File: src/rtl/bloom_filter_ctrl.sv
// Bloom-filter sequencer: shares one hash unit between insert and query
// requesters, owns the bit array and keeps saturating statistics.

module hash_function #(
  parameter int DATA_W = 56,
  parameter int IDX_W  = 6
) (
  input  logic [DATA_W-1:0] i_key,
  output logic [IDX_W-1:0]  o_i1,
  output logic [IDX_W-1:0]  o_i2,
  output logic [IDX_W-1:0]  o_i3
);

  localparam int NCH   = (DATA_W + IDX_W - 1) / IDX_W;
  localparam int PAD_W = NCH * IDX_W;
  localparam int ROT   = DATA_W / 2;

  logic [PAD_W-1:0] w_pad;
  logic [PAD_W-1:0] w_rot;
  logic [IDX_W-1:0] w_x1;
  logic [IDX_W-1:0] w_x2;
  logic [IDX_W-1:0] w_s3;

  assign w_pad = PAD_W'(i_key);
  assign w_rot = PAD_W'({i_key[ROT-1:0], i_key[DATA_W-1:ROT]});

  // i1: xor-fold, i2: xor-fold of half-rotated key, i3: additive fold
  always_comb begin
    w_x1 = '0;
    w_x2 = '0;
    w_s3 = '0;
    for (int c = 0; c < NCH; c++) begin
      w_x1 = w_x1 ^ w_pad[c*IDX_W +: IDX_W];
      w_x2 = w_x2 ^ w_rot[c*IDX_W +: IDX_W];
      w_s3 = w_s3 + w_pad[c*IDX_W +: IDX_W];
    end
  end

  assign o_i1 = w_x1;
  assign o_i2 = w_x2;
  assign o_i3 = w_s3;

endmodule

module bloom_filter_ctrl #(
  parameter int DATA_W  = 56,
  parameter int ARRAY_W = 64,
  parameter int CNT_W   = 16
) (
  input  logic               clk,
  input  logic               rst,
  input  logic               clr_req,
  output logic               clr_ack,
  input  logic               ins_valid,
  output logic               ins_ready,
  input  logic [DATA_W-1:0]  ins_data,
  input  logic               qry_valid,
  output logic               qry_ready,
  input  logic [DATA_W-1:0]  qry_data,
  output logic               res_valid,
  input  logic               res_ready,
  output logic               res_match,
  output logic [ARRAY_W-1:0] bloom_array,
  output logic               busy,
  output logic [CNT_W-1:0]   ins_count,
  output logic [CNT_W-1:0]   qry_count,
  output logic [CNT_W-1:0]   hit_count
);

  localparam int IDX_W = $clog2(ARRAY_W);

  typedef enum logic [2:0] {
    S_IDLE,
    S_CLEAR,
    S_INSERT,
    S_QUERY,
    S_RESULT
  } state_t;

  state_t r_state;
  state_t w_next;

  logic [DATA_W-1:0]  r_key;
  logic [ARRAY_W-1:0] r_array;
  logic [CNT_W-1:0]   r_ins_cnt;
  logic [CNT_W-1:0]   r_qry_cnt;
  logic [CNT_W-1:0]   r_hit_cnt;
  logic               r_match;
  logic               r_last_qry;

  logic               w_idle;
  logic               w_gnt_ins;
  logic               w_gnt_qry;
  logic               w_ins_hs;
  logic               w_qry_hs;
  logic [IDX_W-1:0]   w_i1;
  logic [IDX_W-1:0]   w_i2;
  logic [IDX_W-1:0]   w_i3;
  logic [ARRAY_W-1:0] w_set;
  logic               w_hit;

  function automatic logic [CNT_W-1:0] sat_inc(
    input logic [CNT_W-1:0] v
  );
    return (v == '1) ? v : v + CNT_W'(1);
  endfunction

  hash_function #(
    .DATA_W(DATA_W),
    .IDX_W (IDX_W)
  ) u_hash (
    .i_key(r_key),
    .o_i1 (w_i1),
    .o_i2 (w_i2),
    .o_i3 (w_i3)
  );

  assign w_idle = (r_state == S_IDLE);

  // On a tie the requester not served last wins
  assign w_gnt_ins = ins_valid & (~qry_valid | r_last_qry);
  assign w_gnt_qry = qry_valid & (~ins_valid | ~r_last_qry);

  assign w_ins_hs = ins_valid & ins_ready;
  assign w_qry_hs = qry_valid & qry_ready;

  always_comb begin
    w_set       = '0;
    w_set[w_i1] = 1'b1;
    w_set[w_i2] = 1'b1;
    w_set[w_i3] = 1'b1;
  end

  assign w_hit = r_array[w_i1] & r_array[w_i2] & r_array[w_i3];

  always_ff @(posedge clk) begin
    if (rst) begin
      r_state <= S_IDLE;
    end else begin
      r_state <= w_next;
    end
  end

  always_comb begin
    w_next = r_state;
    unique case (r_state)
      S_IDLE: begin
        if (clr_req) begin
          w_next = S_CLEAR;
        end else if (w_ins_hs) begin
          w_next = S_INSERT;
        end else if (w_qry_hs) begin
          w_next = S_QUERY;
        end
      end
      S_CLEAR:  w_next = S_IDLE;
      S_INSERT: w_next = S_IDLE;
      S_QUERY:  w_next = S_RESULT;
      S_RESULT: begin
        if (res_ready) begin
          w_next = S_IDLE;
        end
      end
      default:  w_next = S_IDLE;
    endcase
  end

  always_comb begin
    clr_ack   = 1'b0;
    ins_ready = 1'b0;
    qry_ready = 1'b0;
    res_valid = 1'b0;
    busy      = ~w_idle;
    unique case (r_state)
      S_IDLE: begin
        ins_ready = ~clr_req & w_gnt_ins;
        qry_ready = ~clr_req & w_gnt_qry;
      end
      S_CLEAR:  clr_ack   = 1'b1;
      S_RESULT: res_valid = 1'b1;
      default: ;
    endcase
    res_match = res_valid & r_match;
  end

  always_ff @(posedge clk) begin
    if (rst) begin
      r_key      <= '0;
      r_array    <= '0;
      r_ins_cnt  <= '0;
      r_qry_cnt  <= '0;
      r_hit_cnt  <= '0;
      r_match    <= 1'b0;
      r_last_qry <= 1'b1;
    end else begin
      if (w_ins_hs) begin
        r_key      <= ins_data;
        r_last_qry <= 1'b0;
      end else if (w_qry_hs) begin
        r_key      <= qry_data;
        r_last_qry <= 1'b1;
      end
      unique case (r_state)
        S_CLEAR: begin
          r_array   <= '0;
          r_ins_cnt <= '0;
          r_qry_cnt <= '0;
          r_hit_cnt <= '0;
        end
        S_INSERT: begin
          r_array   <= r_array | w_set;
          r_ins_cnt <= sat_inc(r_ins_cnt);
        end
        S_QUERY: begin
          r_match   <= w_hit;
          r_qry_cnt <= sat_inc(r_qry_cnt);
          if (w_hit) begin
            r_hit_cnt <= sat_inc(r_hit_cnt);
          end
        end
        default: ;
      endcase
    end
  end

  assign bloom_array = r_array;
  assign ins_count   = r_ins_cnt;
  assign qry_count   = r_qry_cnt;
  assign hit_count   = r_hit_cnt;

endmodule

File: config.mk
export PLATFORM = sky130hd
export DESIGN_NAME = bloom_filter_ctrl
export DESIGN_NICKNAME = d
export VERILOG_FILES = /design/src/rtl/bloom_filter_ctrl.sv
export SDC_FILE = /design/constraint.sdc
export NUM_CORES = 1
export LEC_CHECK = 0
export BUFFER_PORTS_ARGS = -buffer_cell sky130_fd_sc_hd__buf_2
export CORE_AREA = 10 10 155 157
export CTS_CLUSTER_DIAMETER = 40
export CTS_CLUSTER_SIZE = 8
export DETAILED_ROUTE_END_ITERATION = 10
export DIE_AREA = 0 0 165 167
export PLACE_DENSITY = 0.8
export SLEW_MARGIN = 20
export SYNTH_ARGS = -nofsm -noshare
export SYNTH_HDL_FRONTEND = slang
export SYNTH_SLANG_ARGS = --single-unit
File: constraint.sdc
create_clock -name clk -period 6.3 [get_ports clk]
set_input_delay 0.315 -clock clk [delete_from_list [all_inputs] [get_ports clk]]
set_output_delay 0.315 -clock clk [all_outputs]
set_load 0.02 [all_outputs]
## Yosys cells after proc, flatten, opt, wreduce, memory -nomap -nowiden

Index checks and enable logic that the tools add are counted.

| word-level totals | value |
|---|---|
| bits in registers | 173 |
| input port bits | 118 |
| output and inout port bits | 118 |
| word-level logic and storage cells | 120 |

| cells by class | value |
|---|---|
| add/subtract/negate cells | 12 |
| magnitude comparators | 6 |
| equality and inequality tests | 13 |
| muxes and demuxes | 33 |
| bitwise logic cells | 37 |
| reductions and logical operators | 11 |

Operators with widths:

| cell | count |
|---|---|
| 64-bit bitwise OR | 3 |
| 64-bit one-hot mux with 2 select lines | 1 |
| 56-bit 2-to-1 mux | 2 |
| 16-bit one-hot mux with 2 select lines | 3 |
| 6-bit XOR | 16 |
| 16-bit 2-to-1 mux | 4 |
| 16-bit by 1-bit adder with 16-bit output (second input constant) | 3 |
| 6-bit adder | 8 |
| 16-bit equality test (second input constant) | 3 |
| 6-bit by 7-bit less-than comparator with 1-bit output (second input constant) | 3 |
| 1-bit binary-select mux with 6-bit select | 3 |
| 1-bit demux with 6-bit select | 3 |
| 6-bit by 1-bit >= comparator with 1-bit output (second input constant) | 3 |
| 1-bit 2-to-1 mux | 12 |
| 3-bit 2-to-1 mux | 4 |
| 6-bit by 2-bit XOR with 6-bit output | 2 |
| 2-bit inequality test (second input constant) | 5 |
| 1-bit AND | 9 |
| 3-bit one-hot mux with 3 select lines | 1 |
| 6-bit by 2-bit adder with 6-bit output | 1 |
| 3-bit by 2-bit equality test with 1-bit output (second input constant) | 2 |
| 2-bit AND reduction | 3 |
| 2-bit nonzero test | 3 |
| 1-bit inverter | 5 |
| other kinds (7) | 10 |

## Logic depth before layout (Yosys ltp)

Gate-level depths: netlist of the first run.

| logic depth | value |
|---|---|
| depth in word-level cells | 17 |
| gate-level depth with buffers | 20 |

## By module

Synthesis of the first run repeated with hierarchy kept, for this count alone.

| second synthesis, totals | value |
|---|---|
| cells, all modules | 1,397 |
| area total of the unflattened synthesis | 11,629.9 um^2 |

By module, submodules not included:

| module | times used | cells each | area each (um^2) | sequential area each (um^2) |
|---|---|---|---|---|
| bloom_filter_ctrl | 1 | 1,239 | 10,068.4 | 3,463.3 |
| hash_function | 1 | 158 | 1,561.5 | 0.0 |

## Worst setup path before layout of the first run

No wires, ideal clock.

| path | value |
|---|---|
| kind | reg2reg |
| start point | reg r_key[3] |
| end point | reg r_hit_cnt[0], in the netlist hit_count[0] |
| setup time | 0.121 ns |
| arrival | 5.328 ns |
| data required time | 6.179 ns |
| setup slack | 0.851 ns |
| stages on the path, launching flop included | 19 |
| path through | dfxtp_1 -> fa_1 -> inv_1 -> fa_1 -> fa_1 -> fa_1 -> inv_1 -> ha_1 -> a21o_1 -> a21oi_1 -> xnor3_1 -> xnor2_2 -> and2_1 -> clkbuf_1 -> a2111o_1 -> a211o_1 -> buf_2 -> nor3_1 -> mux2_2 |

| between the ends | value |
|---|---|
| word-level cells in the longest chain between the ends | 15 |
| elaborated cells on any way between the ends | 33 |
| classes of those cells | 9 x add/sub; 1 x eq/ne; 6 x mux; 16 x bitwise; 1 x reduce/logical |

Ends and longest elaborated chain:

| item | RTL line | text |
|---|---|---|
| from (decl) | 83 | `logic [DATA_W-1:0] r_key;` |
| from (signal assigned) | 197 | `r_key <= ins_data;` |
| from (signal assigned) | 200 | `r_key <= qry_data;` |
| branches (longest 12 deep; another with 6-bit adder) | n/a |  |
| 1-bit AND * | 134 | `assign w_hit = r_array[w_i1] & r_array[w_i2] & r_array[w_i3];` |
| 2-bit inequality test (no source line) * | n/a |  |
| 3-bit AND reduction (no source line) * | n/a |  |
| to (signal assigned) | 218 | `r_hit_cnt <= sat_inc(r_hit_cnt);` |
| to (decl) | 87 | `logic [CNT_W-1:0] r_hit_cnt;` |

Every way passes the cells marked *. The select of a mux whose other input is x is not followed.
A chain may end at the register's enable or synchronous reset.

## Worst setup path after layout of the first run

| path | value |
|---|---|
| start point | reg r_key[2] |
| end point | reg r_hit_cnt[0], in the netlist hit_count[0] |

The elaborated chain is that of the path after synthesis.

==> results of run 1 <==
-- cells by family after synthesis --
family,Yosys count,share of synthesized area (%)
fa+ha+maj,41,6.64
simple gates,448,17.7
mux,76,7.49
buf+inv,129,4.37
xor+xnor,98,10.8
flops,173,30.0
compound gates,413,23.1
-- routing by layer --
metal | up-vias | track usage [%] | routed length [µm]
li1 | 5502 | - | -
met1 | 5666 | 40.0 | 17800
met2 | 703 | 46.9 | 19400
met3 | 160 | 8.23 | 4630
met4 | 0 | 13.8 | 2070
met5 | - | 0.756 | 0
-- layout by cell type (no fill, tap or decap), types with 14 or more instances in the layout --
cell	count
a211oi_1	79
a21oi_1	102
buf_2	234
buf_4	31
clkbuf_16	17
dfxtp_1	173
fa_1	34
inv_1	47
mux2i_1	64
nand2_1	161
nand3_1	38
nor2_1	110
nor3_1	54
o21ai_0	59
o221ai_1	40
o22ai_1	74
or3_1	14
xnor2_1	36
xor2_1	31
-- through the flow --
step	std cells	hold WS (ps)
4_1_cts	1868	202
5_1_grt	1868	231
3_5_place_dp	1836	455
3_3_place_gp	1836	442
2_1_floorplan	1378	432
6_report	1868	203
-- where the power goes --
group	internal (W)	total (W)	switching (W)
logic	0.00143	0.00464	0.00321
clock network	0.000587	0.00110	0.000516
registers	0.00113	0.00119	0.0000544
total	0.00315	0.00693	0.00378
-- state kept, by name, summed over array words and instances (netlist names) --
name         flops
bloom_array     64
r_key           56
r_last_qry       1
qry_count       16
hit_count       16
r_match          1
r_state          3
ins_count       16
-- worst min-delay path, stage by stage --
cell,delay [ps]
buf_2,70
o221ai_1,90
a21oi_1,140
-- layout make-up --
cell class                 count  share of cell area, %
timing repair buffer         265                   10.3
tap                          275                   2.53
clock inverter                12                   1.08
sequential                   173                   25.4
inverter                      47                   1.29
multi-input combinational   1076                   56.0
clock buffer                  20                   3.35
-- worst max-delay path by stage --
stage | end | slack, ps | depth (start not counted)
after floorplan | hit_count[0]$_SDFFE_PP0P_ | 850 | 18
after global placement | hit_count[0]$_SDFFE_PP0P_ | 220 | 16
after detailed placement | hit_count[0]$_SDFFE_PP0P_ | 120 | 16
after CTS | hit_count[0]$_SDFFE_PP0P_ | 150 | 16
after global routing | hit_count[0]$_SDFFE_PP0P_ | 50 | 17
final | hit_count[0]$_SDFFE_PP0P_ | 310 | 17
==> reports/results.tsv, run 1 <==
metric	value	unit
synth-async-reset-ratio	0	%
ys.flop_type	dfxtp_1	
timing.critical_path.fanout_max	21	
cp_common_cell	fa_1	
cp.arrival	6330	ps
syn_to_final_growth	17.8	%
dp_hpwl	32000	µm
min_period_over_period	95.2	%
fin_util	65.4	%
r2r_setup_slack	310	ps
cts_sinks	173	
grt_pass1_wl	66800	µm
cts_resized	0	
wire_per_inst	23.5	µm
coreArea	20800	µm²
start_util	55.5	%
clkTransAtPathRegs	80	ps
worst_r2r_endpoint	hit_count[0]$_SDFFE_PP0P_	
synth_commonest_cells	dfxtp_1, nand2_1, nor2_1, a21oi_1, a211oi_1	
r2r_cells	17	
cap_violations	0	
grt_pass1_vias	11600	
netlist.area_leader.share	30.0	%
crit_buf_inv	3	
htree_levels	4	
drt.antenna.violating_nets	0	
cp-start-kind	flop	
via_per_inst	6.44	
critPathSlowestCell	fa_1	
synth_edf_count	0	
layout_setup_ws	305	ps
portBuffers	235	
globalRouteOverflowTotal	0	
gp_congestion	1.05	
crit_type	flop to flop	
antenna_found_initial	0	
rows	53	
final_area	13600	µm²
postCtsHoldBufs	0	
drive_gt1_share	21.1	%
synthDistinctLibCells	66	
power_leakage	5.26	nW
synth_warnings	0	
nets	1739	
grt_usage	30.9	%
die_w	165	µm
regArea	3460	µm²
critPathMaxStageDelay	580	ps
fmax	0.167	GHz
ys_seq_area_share	30.0	%
crit_chain	fa_1 > inv_1 > fa_1 > fa_1 > inv_1 > fa_1 > ha_1 > buf_4 > nand2_1 > o22ai_1 > a221oi_1 > or4_1 > nand3_1 > a2111o_1 > a211o_1 > nor3_1 > mux2_2	
routed_wl	43900	µm
clk-insertion-delay-late	450	ps
status	completed	
period_minus_slack	5990	ps
ir_drop	0.306	mV
dieArea	27600	µm²
post-synth-top-count-cell	dfxtp_1	
hold_path.startpoint	ins_data[47]	
numCtsBuffers	17	
slew_headroom	22.0	%
hp-class	input port to flop	
drt_pre_antenna_iters	9	
setup-tns-final	0	ps
skew	13.2	ps
cts_setup_buffers	0	
cts_tree	done	
synth-seq-cells	173	
multi_input_area	7630	µm²
syn_area	11600	µm²
syn_avg_cell_area	8.39	µm²
power	0.00693	W
drt-initial-drc-count	1527	
finalHoldViolCount	0	
critPathTopFamily	adder cells	
hold_end	r_key[47]$_SDFFE_PP0P_	
crit_start	r_key[2]$_SDFFE_PP0P_	
cts_buffer_depth	2	
ios	236	
syn_inst	1378	
grt_max_degree	78	
diodes	0	
end_kind	flop	
synth_area_leaders	dfxtp_1, fa_1, mux2i_1	
fp.dieH	167	µm
r2r-start	r_key[2]$_SDFFE_PP0P_	
setup_viol	0	
whs_path_depth	3	
synth_top_cell_by_area	dfxtp_1	
route.vias.total	12000	
cts_root_buf	clkbuf_16	
synth_fp_nets	1537	
crit_required	6640	ps
worstMarginPinSlew	1160	ps
placed_area	13000	µm²
nFillCells	1814	
drv_slew	0	
powerDensity	509	nW/µm²
drc	0	
rsz0062_at_grt	false	
detailedPlace.worstSlack	122	ps
Power figures use the tool's default switching activity.
==> run 2: changes to the inputs <==
- CORE_AREA: 10 10 155 157 -> 10 10 149 151
- DIE_AREA: 0 0 165 167 -> 0 0 159 161
- PLACE_DENSITY: 0.8 -> 0.87
- SLEW_MARGIN: 20 -> unset
- clock period: 6.3 -> 7.7 ns (I/O delays scaled with it)
==> reports/results.tsv, run 2 (synthesis results as in run 1) <==
metric	value	unit
portBuffers	235	
drc	0	
cts_root_buf	clkbuf_16	
p_clk_share	16.4	%
cp.arrival	6580	ps
cts_sinks	173	
cp_common_cell	fa_1	
cts_resized	0	
period_minus_slack	6250	ps
status	completed	
crit_chain	fa_1 > inv_1 > fa_1 > fa_1 > inv_1 > fa_1 > ha_1 > or2_2 > o21ai_0 > a221oi_1 > or4_1 > nand3_1 > a2111o_1 > a211o_1 > nor3_1 > mux2_2	
postCtsHoldBufs	0	
fp.dieH	161	µm
ir_drop	0.355	mV
slew_headroom	5.11	%
fin_util	70.4	%
crit_required	8030	ps
routed_wl	44000	µm
timing.critical_path.fanout_max	31	
globalRouteOverflowTotal	0	
top_layer	met4	
regArea	3460	µm²
drt-initial-drc-count	1480	
wl_met2	19400	µm
p_seq_share	17.6	%
largest_register_ffs	64	
switching_share	55.5	%
coreArea	19200	µm²
cap_violations	0	
gp_congestion	1.10	
nFillCells	1549	
numCtsBuffers	17	
drv_slew	0	
hp-class	input port to flop	
fmax	0.160	GHz
setup-tns-final	0	ps
start_util	60.2	%
power_leakage	5.20	nW
drt_pre_antenna_iters	6	
setup_viol	0	
crit_type	flop to flop	
final_cell_mix	buf_2, dfxtp_1, nand2_1, nor2_1, a21oi_1	
cts_tree	done	
via_per_inst	6.64	
cts_buffer_depth	2	
grt_pass1_vias	11900	
end_kind	flop	
dp_hpwl	31300	µm
skew	10.5	ps
min_period_over_period	81.2	%
powerDensity	408	nW/µm²
ios	236	
cts_setup_buffers	0	
drt.antenna.violating_nets	0	
p_switching	0.00306	W
intPower	0.00246	W
final_common_cell	buf_2	
antenna_found_initial	1	
wl_met3	5370	µm
drive_gt1_share	20.4	%
rsz0062_at_grt	false	
p_comb_share	66.0	%
nets	1725	
wire_per_inst	23.9	µm
critPathMaxStageDelay	970	ps
clk-insertion-delay-late	440	ps
wl_met1	17000	µm
grt_usage	33.3	%
finalHoldViolCount	0	
power	0.00552	W
htree_levels	4	
syn_to_final_growth	17.0	%
clkTransAtPathRegs	70	ps
grt_max_degree	82	
multi_input_area	7630	µm²
route.vias.total	12300	
dieArea	25600	µm²
cp-start-kind	flop	
grt_pass1_wl	68200	µm
rows	51	
worstMarginPinSlew	1420	ps
die_w	159	µm
critPathSlowestCell	ha_1	
## run 2: through the flow
step	setup slack (ps)	cell area, µm²	cells	hold WS (ps)
floorplan	2250	11600	1378	432
global placement	1650	12900	1812	442
detailed placement	1540	12900	1812	451
CTS	1490	13500	1844	276
global route	1110	13500	1845	291
finish	1450	13500	1845	280
## run 2: cell type report
class | instances | share of cell area, %
antenna | 1 | 0.0185
sequential | 173 | 25.6
clock buffer | 17 | 3.15
tap | 265 | 2.45
multi-input combinational | 1076 | 56.4
inverter | 47 | 1.30
timing repair buffer | 251 | 9.60
clock inverter | 15 | 1.46
## run 2: final timing paths
kind | startpoint | endpoint | slack [ps] | cells past startpoint
max | r_key[2]$_SDFFE_PP0P_ | hit_count[0]$_SDFFE_PP0P_ | 1450 | 16
min | ins_data[17] | r_key[17]$_SDFFE_PP0P_ | 280 | 3
max reg2reg | r_key[2]$_SDFFE_PP0P_ | hit_count[0]$_SDFFE_PP0P_ | 1450 | 16
min reg2reg | r_key[5]$_SDFFE_PP0P_ | r_key[5]$_SDFFE_PP0P_ | 460 | 2
## run 2: per-layer routing
metal / GRT usage, % / vias up
li1: - / 5467
met1: 41.6 / 5753
met2: 51.9 / 864
met3: 10.7 / 175
met4: 14.7 / 0
met5: 0 / -
## run 2: power groups by stage
stage	Sequential [W]	Clock, W	Combinational [W]
6_report	0.000972	0.000907	0.00364
3_5_place_dp	0.000991	0	0.00340
4_1_cts	0.000971	0.000910	0.00342
2_1_floorplan	0.000986	0	0.00237
5_1_grt	0.000977	0.000947	0.00381
3_3_place_gp	0.000989	0	0.00338
## run 2: critical path, delay by kind of cell (launching register included)
family / cells / cell delay, ps
mux: 1 / 390
simple gates: 4 / 900
flops: 1 / 340
buf+inv: 2 / 140
fa+ha+maj: 5 / 3100
compound gates: 4 / 1250
==> run 3: changes to the inputs <==
- ABC_AREA: unset -> 1
- CORE_AREA: 10 10 149 151 -> 10 10 159 161
- DIE_AREA: 0 0 159 161 -> 0 0 169 171
- PLACE_DENSITY: 0.87 -> 0.81
- clock period: 7.7 -> 5.78 ns (I/O delays scaled with it)
==> reports/results.tsv, run 3 <==
metric	value	unit
syn_area	12400	µm²
drc	0	
synth_area_leaders	dfxtp_1, nand2_1, inv_1	
drt.antenna.violating_nets	0	
synthDistinctLibCells	52	
netlist.area_leader.share	27.9	%
hold_end	r_key[25]$_SDFFE_PP0P_	
synth_commonest_cells	nand2_1, inv_1, dfxtp_1, a21oi_1, o21ai_0	
synth-async-reset-ratio	0	%
synth_fp_nets	2038	
diodes	0	
rsz0062_at_grt	false	
status	completed	
cts_setup_buffers	0	
synth-seq-cells	173	
syn_avg_cell_area	6.60	µm²
drive_gt1_share	18.3	%
r2r-start	r_key[2]$_SDFFE_PP0P_	
crit_buf_inv	4	
dp_hpwl	39700	µm
ys.flop_type	dfxtp_1	
cts_root_buf	clkbuf_16	
crit_type	flop to flop	
cp.arrival	5820	ps
cp-start-kind	flop	
numCtsBuffers	17	
largest_register_ffs	64	
start_util	55.8	%
grt_pass1_wl	81100	µm
coreArea	22200	µm²
critPathSlowestCell	fa_1	
setup-tns-final	0	ps
hold_path.startpoint	qry_data[25]	
htree_levels	4	
cap_violations	0	
critPathTopFamily	adder cells	
drt-initial-drc-count	1772	
powerDensity	734	nW/µm²
final_cell_mix	nand2_1, buf_2, inv_1, dfxtp_1, a21oi_1	
final_common_cell	nand2_1	
cts_sinks	173	
grt_pass1_vias	14000	
ir_drop	0.782	mV
dp_cells	2368	
period_minus_slack	5450	ps
drt_pre_antenna_iters	8	
die_w	169	µm
clkTransAtPathRegs	80	ps
nets	2261	
r2r_setup_slack	330	ps
globalRouteOverflowTotal	0	
rows	55	
power_leakage	6.45	nW
setup_viol	0	
gp_congestion	1.15	
drv_slew	0	
skew	19.9	ps
synth_edf_count	0	
synth_warnings	0	
timing.critical_path.fanout_max	17	
crit_chain	fa_1 > inv_1 > fa_1 > fa_1 > inv_1 > fa_1 > ha_1 > inv_1 > nand3_1 > clkinvlp_4 > a221oi_1 > o2111ai_1 > nand2_1 > o21a_1 > nand2_1 > nor2_2 > nand3_4 > nand2_4 > nand2_1 > a21oi_1	
critPathMaxStageDelay	580	ps
r2r_cells	20	
hp-class	input port to flop	
route.vias.total	14700	
syn_to_final_growth	17.7	%
synth_top_cell_by_area	dfxtp_1	
cts_buffer_depth	2	
syn_inst	1879	
routed_wl	53900	µm
nFillCells	2010	
slew_headroom	20.4	%
dieArea	28900	µm²
min_period_over_period	94.3	%
post-synth-top-count-cell	nand2_1	
antenna_found_initial	0	
ios	236	
clk-insertion-delay-late	450	ps
worst_r2r_endpoint	hit_count[4]$_SDFFE_PP0P_	
via_per_inst	6.14	
fmax	0.184	GHz
end_kind	flop	
whs_path_depth	3	
cp_common_cell	fa_1	
post_layout_nonfiller_instances	2400	
finalHoldViolCount	0	
grt_max_degree	66	
cts_tree	done	
ys_seq_area_share	27.9	%
wire_per_inst	22.5	µm
crit_required	6160	ps
worstMarginPinSlew	1190	ps
grt_usage	35.9	%
fp.dieH	171	µm
portBuffers	235	
[run 3: timing repair]
action                                 4_1_cts  5_1_grt
endpoints found under the hold margin        0        0
setup endpoints to repair                    0       14
gates resized for setup                      0        5
hold buffers                                 0        0
[run 3: logic make-up (layout without fill, tap and decap cells)]
group / Yosys count / in the layout / synth area share [%]
fa+ha+maj: 41 / 41 / 6.19
xor+xnor: 68 / 68 / 5.31
flops: 173 / 173 / 27.9
buf+inv: 317 / 553 / 10.1
compound gates: 469 / 469 / 22.5
simple gates: 811 / 811 / 28.0
[run 3: how the worst max path moves through the flow]
stage	start	to	cells past startpoint
global placement	r_key[4]$_SDFFE_PP0P_	hit_count[15]$_SDFFE_PP0P_	25
detailed placement	r_key[4]$_SDFFE_PP0P_	hit_count[13]$_SDFFE_PP0P_	25
global route	r_key[2]$_SDFFE_PP0P_	hit_count[2]$_SDFFE_PP0P_	21
floorplan	r_key[2]$_SDFFE_PP0P_	hit_count[8]$_SDFFE_PP0P_	21
CTS	r_key[2]$_SDFFE_PP0P_	hit_count[2]$_SDFFE_PP0P_	22
finish	r_key[2]$_SDFFE_PP0P_	hit_count[4]$_SDFFE_PP0P_	20
[run 3: routing by layer]
metal	global-route usage [%]	wire length [µm]
met1	44.1	20200
met2	55.2	23600
met3	10.4	6620
met4	20.6	3490
met5	0	0
[run 3: layout make-up]
type / instances / area [µm²] / share of cell area, %
Clock buffer: 19 / 453 / 3.10
Clock inverter: 13 / 143 / 0.977
Inverter: 232 / 876 / 6.00
Multi-Input combinational cell: 1389 / 7730 / 52.9
Sequential cell: 173 / 3460 / 23.7
Tap cell: 285 / 357 / 2.44
Timing Repair Buffer: 289 / 1580 / 10.8
[run 3: power by group]
part | switching [W] | internal (W) | leakage, nW
sequential | 0.000120 | 0.00127 | 1.40
combinational | 0.00568 | 0.00245 | 4.76
clock | 0.000586 | 0.000601 | 0.294
total | 0.00639 | 0.00432 | 6.45
[run 3: per-stage QoR]
step	instance area (µm²)	power, W	hold slack [ps]	utilization [%]	setup slack (ps)
after floorplan	12400	0.00607	446	-	1010
after global placement	14000	0.00901	462	62.9	511
after detailed placement	14000	0.00901	478	62.9	377
after CTS	14600	0.0102	98.0	65.6	343
after global routing	14600	0.0112	108	65.7	0.956
final	14600	0.0107	93.3	65.7	332
[run 3: tightest hold or removal path, delay by kind of cell]
kind / cells / cell delay, ps
AO/OA/AOI/OAI: 1 / 70
AND/OR/NAND/NOR: 1 / 50
buffers and inverters: 1 / 90
